[src/rtl/alu_pkg.sv]
// Shared constants for the ALU issue unit: ALUOp codes, RV32I opcode/funct fields
// and the issue FSM state encoding.
package alu_pkg;

  localparam logic [4:0] ALUOP_NOP   = 5'd0;
  localparam logic [4:0] ALUOP_LUI   = 5'd1;
  localparam logic [4:0] ALUOP_AUIPC = 5'd2;
  localparam logic [4:0] ALUOP_ADD   = 5'd3;

  localparam logic [6:0] OPC_LUI   = 7'b0110111;
  localparam logic [6:0] OPC_AUIPC = 7'b0010111;
  localparam logic [6:0] OPC_OP    = 7'b0110011;
  localparam logic [6:0] OPC_OPIMM = 7'b0010011;

  localparam logic [2:0] F3_ADD = 3'b000;
  localparam logic [6:0] F7_ADD = 7'b0000000;

  typedef enum logic [1:0] {
    ST_IDLE   = 2'd0,
    ST_DECODE = 2'd1,
    ST_EXEC   = 2'd2,
    ST_WB     = 2'd3
  } issue_state_e;

endpackage

[src/rtl/alu_issue_decode.sv]
// Combinational RV32I decode for the ALU issue unit: LUI/AUIPC/ADD/ADDI to ALUOp and
// operands; anything else is flagged illegal with a NOP and zero operands.
module alu_issue_decode
  import alu_pkg::*;
#(
  parameter int XLEN   = 32,
  parameter int REG_AW = 5
) (
  input  logic [31:0]       instr,
  input  logic [XLEN-1:0]   pc,
  input  logic [XLEN-1:0]   rs1_data,
  input  logic [XLEN-1:0]   rs2_data,
  output logic [4:0]        op,
  output logic [XLEN-1:0]   a,
  output logic [XLEN-1:0]   b,
  output logic [REG_AW-1:0] rd,
  output logic              illegal,
  output logic              wb_req
);

  logic [6:0]      opcode_s;
  logic [2:0]      funct3_s;
  logic [6:0]      funct7_s;
  logic [XLEN-1:0] u_imm_s;
  logic [XLEN-1:0] i_imm_s;

  assign opcode_s = instr[6:0];
  assign funct3_s = instr[14:12];
  assign funct7_s = instr[31:25];
  assign u_imm_s  = XLEN'({instr[31:12], 12'b0});
  assign i_imm_s  = {{(XLEN-12){instr[31]}}, instr[31:20]};
  assign rd       = instr[7 +: REG_AW];

  // Opcode/funct decode to ALU operation and operands
  always_comb begin
    op      = ALUOP_NOP;
    a       = '0;
    b       = '0;
    illegal = 1'b1;
    case (opcode_s)
      OPC_LUI: begin
        op      = ALUOP_LUI;
        b       = u_imm_s;
        illegal = 1'b0;
      end
      OPC_AUIPC: begin
        op      = ALUOP_AUIPC;
        a       = pc;
        b       = u_imm_s;
        illegal = 1'b0;
      end
      OPC_OP: begin
        if ((funct3_s == F3_ADD) && (funct7_s == F7_ADD)) begin
          op      = ALUOP_ADD;
          a       = rs1_data;
          b       = rs2_data;
          illegal = 1'b0;
        end else begin
          illegal = 1'b1;
        end
      end
      OPC_OPIMM: begin
        if (funct3_s == F3_ADD) begin
          op      = ALUOP_ADD;
          a       = rs1_data;
          b       = i_imm_s;
          illegal = 1'b0;
        end else begin
          illegal = 1'b1;
        end
      end
      default: begin
        illegal = 1'b1;
      end
    endcase
  end

  // x0 is never written, so a legal op targeting it retires without a strobe
  assign wb_req = !illegal && (rd != '0);

endmodule

[src/rtl/alu_issue_ctrl.sv]
// Multi-cycle issue/sequencer in front of the single-cycle alu: accept, decode, hold
// operands for EXEC_CYCLES, then strobe one write-back. Optional retired-instruction
// counter enabled by defining ALU_ISSUE_RETIRE_CNT_EN.
module alu_issue_ctrl
  import alu_pkg::*;
#(
  parameter int XLEN        = 32,
  parameter int REG_AW      = 5,
  parameter int EXEC_CYCLES = 1
) (
  input  logic              clk,
  input  logic              rstn,
  input  logic              instr_valid,
  output logic              instr_ready,
  input  logic [31:0]       instr,
  input  logic [XLEN-1:0]   instr_pc,
  output logic [REG_AW-1:0] rs1_addr,
  output logic [REG_AW-1:0] rs2_addr,
  input  logic [XLEN-1:0]   rs1_data,
  input  logic [XLEN-1:0]   rs2_data,
  output logic [4:0]        alu_op,
  output logic [XLEN-1:0]   alu_a,
  output logic [XLEN-1:0]   alu_b,
  input  logic [XLEN-1:0]   alu_c,
  input  logic [7:0]        alu_zero,
  output logic              wb_en,
  output logic [REG_AW-1:0] wb_addr,
  output logic [XLEN-1:0]   wb_data,
  output logic              wb_zero,
  output logic              illegal,
  output logic [31:0]       retire_cnt
);

  localparam int CNT_W = (EXEC_CYCLES > 1) ? $clog2(EXEC_CYCLES) : 1;

  issue_state_e      state_r;
  issue_state_e      state_next_s;
  logic [31:0]       instr_r;
  logic [XLEN-1:0]   pc_r;
  logic [CNT_W-1:0]  cnt_r;
  logic [4:0]        alu_op_r;
  logic [XLEN-1:0]   alu_a_r;
  logic [XLEN-1:0]   alu_b_r;
  logic [REG_AW-1:0] rd_r;
  logic              illegal_pend_r;
  logic              wb_req_r;
  logic              wb_en_r;
  logic [REG_AW-1:0] wb_addr_r;
  logic [XLEN-1:0]   wb_data_r;
  logic              wb_zero_r;
  logic              illegal_r;
  logic              exec_last_s;

  logic [4:0]        dec_op_s;
  logic [XLEN-1:0]   dec_a_s;
  logic [XLEN-1:0]   dec_b_s;
  logic [REG_AW-1:0] dec_rd_s;
  logic              dec_illegal_s;
  logic              dec_wb_req_s;
  logic              zero_unused_s;

  assign zero_unused_s = ^alu_zero[7:1];

  alu_issue_decode #(
    .XLEN   (XLEN),
    .REG_AW (REG_AW)
  ) u_decode (
    .instr    (instr_r),
    .pc       (pc_r),
    .rs1_data (rs1_data),
    .rs2_data (rs2_data),
    .op       (dec_op_s),
    .a        (dec_a_s),
    .b        (dec_b_s),
    .rd       (dec_rd_s),
    .illegal  (dec_illegal_s),
    .wb_req   (dec_wb_req_s)
  );

  assign exec_last_s = (cnt_r == '0);

  // FSM state register
  always_ff @(posedge clk or negedge rstn) begin
    if (!rstn) begin
      state_r <= ST_IDLE;
    end else begin
      state_r <= state_next_s;
    end
  end

  // FSM next-state logic
  always_comb begin
    state_next_s = state_r;
    case (state_r)
      ST_IDLE: begin
        if (instr_valid) begin
          state_next_s = ST_DECODE;
        end else begin
          state_next_s = ST_IDLE;
        end
      end
      ST_DECODE: state_next_s = ST_EXEC;
      ST_EXEC: begin
        if (exec_last_s) begin
          state_next_s = ST_WB;
        end else begin
          state_next_s = ST_EXEC;
        end
      end
      ST_WB:   state_next_s = ST_IDLE;
      default: state_next_s = ST_IDLE;
    endcase
  end

  // Instruction latch, operand staging, EXEC hold counter and write-back capture
  always_ff @(posedge clk or negedge rstn) begin
    if (!rstn) begin
      instr_r        <= 32'd0;
      pc_r           <= '0;
      cnt_r          <= '0;
      alu_op_r       <= ALUOP_NOP;
      alu_a_r        <= '0;
      alu_b_r        <= '0;
      rd_r           <= '0;
      illegal_pend_r <= 1'b0;
      wb_req_r       <= 1'b0;
      wb_en_r        <= 1'b0;
      wb_addr_r      <= '0;
      wb_data_r      <= '0;
      wb_zero_r      <= 1'b0;
      illegal_r      <= 1'b0;
    end else begin
      case (state_r)
        ST_IDLE: begin
          wb_en_r   <= 1'b0;
          illegal_r <= 1'b0;
          if (instr_valid) begin
            instr_r <= instr;
            pc_r    <= instr_pc;
          end
        end
        ST_DECODE: begin
          alu_op_r       <= dec_op_s;
          alu_a_r        <= dec_a_s;
          alu_b_r        <= dec_b_s;
          rd_r           <= dec_rd_s;
          illegal_pend_r <= dec_illegal_s;
          wb_req_r       <= dec_wb_req_s;
          cnt_r          <= CNT_W'(EXEC_CYCLES - 1);
        end
        ST_EXEC: begin
          if (exec_last_s) begin
            // ALU drive drops back to NOP/0 the same edge the result is taken
            alu_op_r  <= ALUOP_NOP;
            alu_a_r   <= '0;
            alu_b_r   <= '0;
            wb_en_r   <= wb_req_r;
            illegal_r <= illegal_pend_r;
            if (wb_req_r) begin
              wb_addr_r <= rd_r;
              wb_data_r <= alu_c;
              wb_zero_r <= alu_zero[0];
            end
          end else begin
            cnt_r <= cnt_r - 1'b1;
          end
        end
        ST_WB: begin
          wb_en_r   <= 1'b0;
          illegal_r <= 1'b0;
        end
        default: begin
          alu_op_r  <= ALUOP_NOP;
          alu_a_r   <= '0;
          alu_b_r   <= '0;
          wb_en_r   <= 1'b0;
          illegal_r <= 1'b0;
        end
      endcase
    end
  end

`ifdef ALU_ISSUE_RETIRE_CNT_EN
  logic [31:0] retire_cnt_r;

  // Every WB cycle retires one instruction, legal or not
  always_ff @(posedge clk or negedge rstn) begin
    if (!rstn) begin
      retire_cnt_r <= 32'd0;
    end else if (state_r == ST_WB) begin
      retire_cnt_r <= retire_cnt_r + 32'd1;
    end
  end

  assign retire_cnt = retire_cnt_r;
`else
  assign retire_cnt = 32'd0;
`endif

  assign instr_ready = (state_r == ST_IDLE);
  assign rs1_addr    = instr_r[15 +: REG_AW];
  assign rs2_addr    = instr_r[20 +: REG_AW];
  assign alu_op      = alu_op_r;
  assign alu_a       = alu_a_r;
  assign alu_b       = alu_b_r;
  assign wb_en       = wb_en_r;
  assign wb_addr     = wb_addr_r;
  assign wb_data     = wb_data_r;
  assign wb_zero     = wb_zero_r;
  assign illegal     = illegal_r;

endmodule

[config.mk]
export PLATFORM = sky130hd
export DESIGN_NAME = alu_issue_ctrl
export DESIGN_NICKNAME = d
export VERILOG_FILES = /design/src/rtl/alu_pkg.sv /design/src/rtl/alu_issue_decode.sv /design/src/rtl/alu_issue_ctrl.sv
export SDC_FILE = /design/constraint.sdc
export NUM_CORES = 1
export LEC_CHECK = 0
export BUFFER_PORTS_ARGS = -buffer_cell sky130_fd_sc_hd__buf_2
export CAP_MARGIN = 15
export CORE_UTILIZATION = 48
export DETAILED_ROUTE_END_ITERATION = 16
export PLACE_DENSITY = 0.77
export SLEW_MARGIN = 20
export SYNTH_ARGS = -nofsm -noshare
export SYNTH_HDL_FRONTEND = slang
export SYNTH_SLANG_ARGS = --single-unit
[constraint.sdc]
create_clock -name clk -period 2.4 [get_ports clk]
set_clock_uncertainty 0.05 [all_clocks]
set_input_delay 0.24 -clock clk [delete_from_list [all_inputs] [get_ports clk]]
set_output_delay 0.24 -clock clk [all_outputs]
set_load 0.05 [all_outputs]
---- Yosys cells after proc, flatten, opt, wreduce, memory -nomap -nowiden ----
Cells that the tools add are included.
storage, ports and cells
  input bits .............................. 171
  register bits ........................... 183
operators by class
  eq/ne operators ......................... 8
  bitwise gates (word level) .............. 1
  reductions and logical operators ........ 15
  multiplexer cells ....................... 26
  add/sub/neg operators ................... 1
operator list
  operator            number
  $pmux 32 s3         2
  $mux 32             5
  $pmux 32 s2         2
  $pmux 5 s4          1
  $eq 7x5->1 const B  2
  $eq 7x6->1 const B  2
  $pmux 5 s2          1
  $pmux 2 s4          1
  $logic_not 7->1     1
  $mux 1              7
  $pmux 1 s2          3
  $reduce_and 2->1    3
  $mux 5              1
  $reduce_bool 5->1   1
  $eq 2x2->1 const B  2
  $mux 2              2
  $reduce_bool 2->1   2
  $reduce_or 2->1     2
  $logic_not 3->1     1
  $pmux 1 s3          1
  $reduce_and 3->1    1
  $eq 2x1->1 const B  1
  $logic_and 1x1->1   2
  $logic_not 2->1     1
  other kinds (4)     4

---- Logic depth before layout (Yosys ltp) ----
  depth in word-level cells ............... 6
  gate-level depth with buffers ........... 8
  mapped depth without buffers ............ 6

---- Hierarchy ----
Synthesis repeated with hierarchy kept, for this count alone.
unflattened totals
  cells, all modules ...................... 669
  area total of the unflattened synthesis .. 8610.8 sq um
modules (own cells, without submodules)
  module            instances  cells an instance  area an instance (sq um)
  alu_issue_ctrl    1          518                7563.5
  alu_issue_decode  1          151                1047.3

---- Worst setup path before layout ----
No wires, ideal clock.
  kind .................................... reg2reg
  from .................................... register state_r[0]
  to ...................................... register instr_r[0]
  slack ................................... 288 ps
  stages on the path, launching flop included .. 7
  path buffers ............................ 2
  clock period less this slack ............ 2112 ps
  library setup time ...................... 125 ps
  arrival ................................. 1937 ps
  cells stage by stage .................... dfrtp_1 -> inv_1 -> ha_1 -> nand2_1 -> clkbuf_1 -> clkbuf_1 -> mux2_2
on the way
  cells in the longest elaborated chain, start to end .. 2
ends and longest elaborated chain
  item                               line                   RTL
  from (decl)                        alu_issue_ctrl.sv:36   issue_state_e state_r;
  from (signal assigned)             alu_issue_ctrl.sv:87   state_r <= state_next_s;
  $logic_not 2->1                    n/a
  via instr_ready                    alu_issue_ctrl.sv:14   output logic instr_ready,
  $reduce_and 2->1 (no source line)  n/a
  to (signal assigned)               alu_issue_ctrl.sv:138  instr_r <= instr;
  to (decl)                          alu_issue_ctrl.sv:38   logic [31:0] instr_r;
The timed path passes the listed nets, and every way through them passes these cells.
A chain may end at the register's enable or synchronous reset.

---- Final worst setup path ----
  from .................................... register instr_r[27]
  to ...................................... register alu_a_r[1], in the netlist alu_a[1]
on the way
  cells in the longest elaborated chain, start to end .. 5
ends and longest elaborated chain
  item                  line                    RTL
  $logic_not 7->1       alu_issue_decode.sv:53  if ((funct3_s == F3_ADD) && (funct7_s == F7_ADD)) begin
  $logic_and 1x1->1     alu_issue_decode.sv:53
  $mux 32               alu_issue_decode.sv:53
  $pmux 32 s3           alu_issue_decode.sv:40  case (opcode_s)
  $pmux 32 s2           alu_issue_ctrl.sv:133   case (state_r)
  to (signal assigned)  alu_issue_ctrl.sv:144   alu_a_r <= dec_a_s;
  to (decl)             alu_issue_ctrl.sv:42    logic [XLEN-1:0] alu_a_r;
No other way between the ends.

==> impl_metrics.toml <==
[status]
status = "finished, final reports clean"

[timing]
slew_headroom_pct = 60.1
fin_tns_setup_ns = 0
tightestPinTransition_ns = 0.598
slew_viol_final = 0
fin_crit_ns = 2.16
fmax_mhz = 462
holdWs_ns = 0.0207
fin_crit_sh_pct = 90.2
hold_violations = 0
finalSetupViolations = 0
rsz0062_at_grt = "no"

[clock_tree]
cts.clk_slew.worst_paths_ns = 0.07
clock_sinks = 179
clock_tree.root_cell = "clkbuf_16"
clock_latency_ns = 0.42
cts_tree = "yes"
cts.path.max_buffers = 2
cts_buffers = 17
h-tree-depth = 4
ctsResizeCount = 0

[routing]
remaining_drc_errors = 0
final_antenna_net_count = 0
drt-total-wl_mm = 21.8
first_pass_iters = 5
via_count = 6402
vias_per_cell = 5.27
first_iter_violations = 318
wl_per_cell_um = 17.9

[finish]
syn_to_final_growth_pct = 43.4
final_nets = 1159
mostFrequentLayoutCells = "buf_2 (279), dfrtp_1 (179), dlygate4sd3_1 (125), mux2_2 (107), nor2b_1 (39)"
drive_above_1_share_pct = 44.7
final_common_cell = "buf_2"
design_area_mm2 = 0.0111
final_util_pct = 70.2

[critical_path]
path_cells = "or4_4, or3_4, a21oi_4, buf_12, a221o_1"
worstSetupPathType = "reg -> reg"
startpoint_type = "flop"
worstPathArrival_ns = 2.47
crit_path_end_kind = "flop"
crit_family = "simple AND/OR/NAND/NOR gates"
cpPeakStageDelay_ns = 0.62
cp_slowest_cell = "or4_4"
crit_buf_inv = 1
worst-path-max-fanout = 34
crit_required_ns = 2.71

[floorplanning]
die_x_um = 129
top_level_ports = 323
core-area_mm2 = 0.0158
start_util_pct = 49.0
fp-row-count = 46
dieHeight_um = 129
dieArea_mm2 = 0.0167

[synth]
ys_seq_area_share_pct = 57.8
yosys_warnings = 0
async_reset_ff_share_pct = 100
synth_edf_count = 0
syn_inst = 594
synth-seq-cells = 179
synth.distinct_cells = 38
post_synth_instance_area_mm2 = 0.00775
avgSynthCellArea_um2 = 13.1
ys.flop_type = "dfrtp_1"

[flow_run]
drv_cap = 0

[placement]
dp.final_hpwl_mm = 13.4
io_buffers = 280
place_area_mm2 = 0.00926
gp_congestion = 0.783

[power]
p_total_mw = 12.4
power_density_mw_per_mm2 = 1110
p_leak_nw = 5.41
peakVddDrop_mv = 0.697

[grt]
grt-ovfl-total = 0
antenna_found_initial = 1
grt.total_usage_pct = 26.7
grt_pass1_vias = 6511
grt_pass1_wl_mm = 33.7
grt_max_degree = 49

[worst_hold_path]
hp-class = "in -> reg"
## layer usage
layer | vias to the layer above | GRT usage, % | wire length, um
met5 | - | 0 | 0
met1 | 3187 | 32.6 | 8780
met3 | 38 | 7.06 | 1360
li1 | 2892 | - | -
met2 | 285 | 45.2 | 11100
met4 | 0 | 10.7 | 522
## cells by family (layout without fill, tap and decap cells)
| kind of cell | Yosys count | count (layout) | synth area share [%] |
|---|---|---|---|
| fa+ha+maj | 3 | 3 | 0.484 |
| compound gates | 115 | 115 | 11.9 |
| mux | 107 | 107 | 15.5 |
| simple gates | 96 | 96 | 7.12 |
| other cells | 1 | 36 | 0.0484 |
| buf+inv | 93 | 463 | 7.10 |
| flops | 179 | 179 | 57.8 |
## power by group
group / internal [mW] / total [mW] / switching (mW)
combinational: 1.72 / 4.93 / 3.21
sequential: 3.99 / 4.66 / 0.670
clock: 1.53 / 2.78 / 1.26
total: 7.23 / 12.4 / 5.14
## worst paths after layout
path | start | end | slack [ns] | cells after the start
max in group asynchronous | rstn | wb_data[2] | 1.34 | 3
setup reg to reg | instr_r[27] | alu_a[1] | 0.24 | 5
hold / removal | alu_c[29] | wb_data[29] | 0.02 | 2
min in group asynchronous | rstn | alu_a[26] | 0.23 | 2
setup / recovery | instr_r[27] | alu_a[1] | 0.24 | 5
hold reg to reg | alu_b[24] | alu_b[24] | 0.43 | 1
## final cells by class
type                    count  area (um2)
well taps                 216         270
repair buffers            424        2880
fillers                  1078        4710
diodes                      1        2.50
clock inverters            13         144
flip-flops and latches    179        4480
clock buffers              19         453
inverters                   7        26.3
multi-input cells         356        2860
## cells in the mapped netlist (3+ instances only)
library cell / number / area [um2]
a22oi_1: 11 / 82.6
o21ai_0: 3 / 15.0
a221o_1: 32 / 320
buf_4: 45 / 338
buf_6: 4 / 45.0
nor2_1: 9 / 33.8
a221oi_1: 14 / 123
dfrtp_1: 179 / 4480
inv_1: 7 / 26.3
a211oi_1: 5 / 37.5
nand3_1: 11 / 55.1
nand2_1: 11 / 41.3
clkbuf_1: 34 / 128
o2bb2ai_1: 17 / 149
ha_1: 3 / 37.5
mux2_2: 107 / 1200
and3_1: 3 / 18.8
nor2b_1: 39 / 244
a21oi_1: 25 / 125
nor3_1: 8 / 40.0
nand4_1: 6 / 37.5
## repair_timing
item,4_1_cts,5_1_grt
endpoints found under the setup margin,0,0
hold buffers,125,0
buffers inserted,0,0
hold endpoints to repair,159,0
## per-stage QoR
stage          setup WS [ns]  std cells
6_report               0.236       1215
2_1_floorplan          0.288        628
5_1_grt                0.157       1215
4_1_cts                0.225       1214
3_5_place_dp           0.253       1057
3_3_place_gp           0.297       1057
## registers in the layout, indices dropped and copies added, names as in the netlist
signal and flops:
alu_a 32, alu_b 32, alu_op 2, illegal 1, illegal_pend_r 1, instr_r 32, pc_r 32, rd_r 5
state_r 2, wb_addr 5, wb_data 32, wb_en 1, wb_req_r 1, wb_zero 1
No activity file was read; power rests on OpenSTA's default activity.
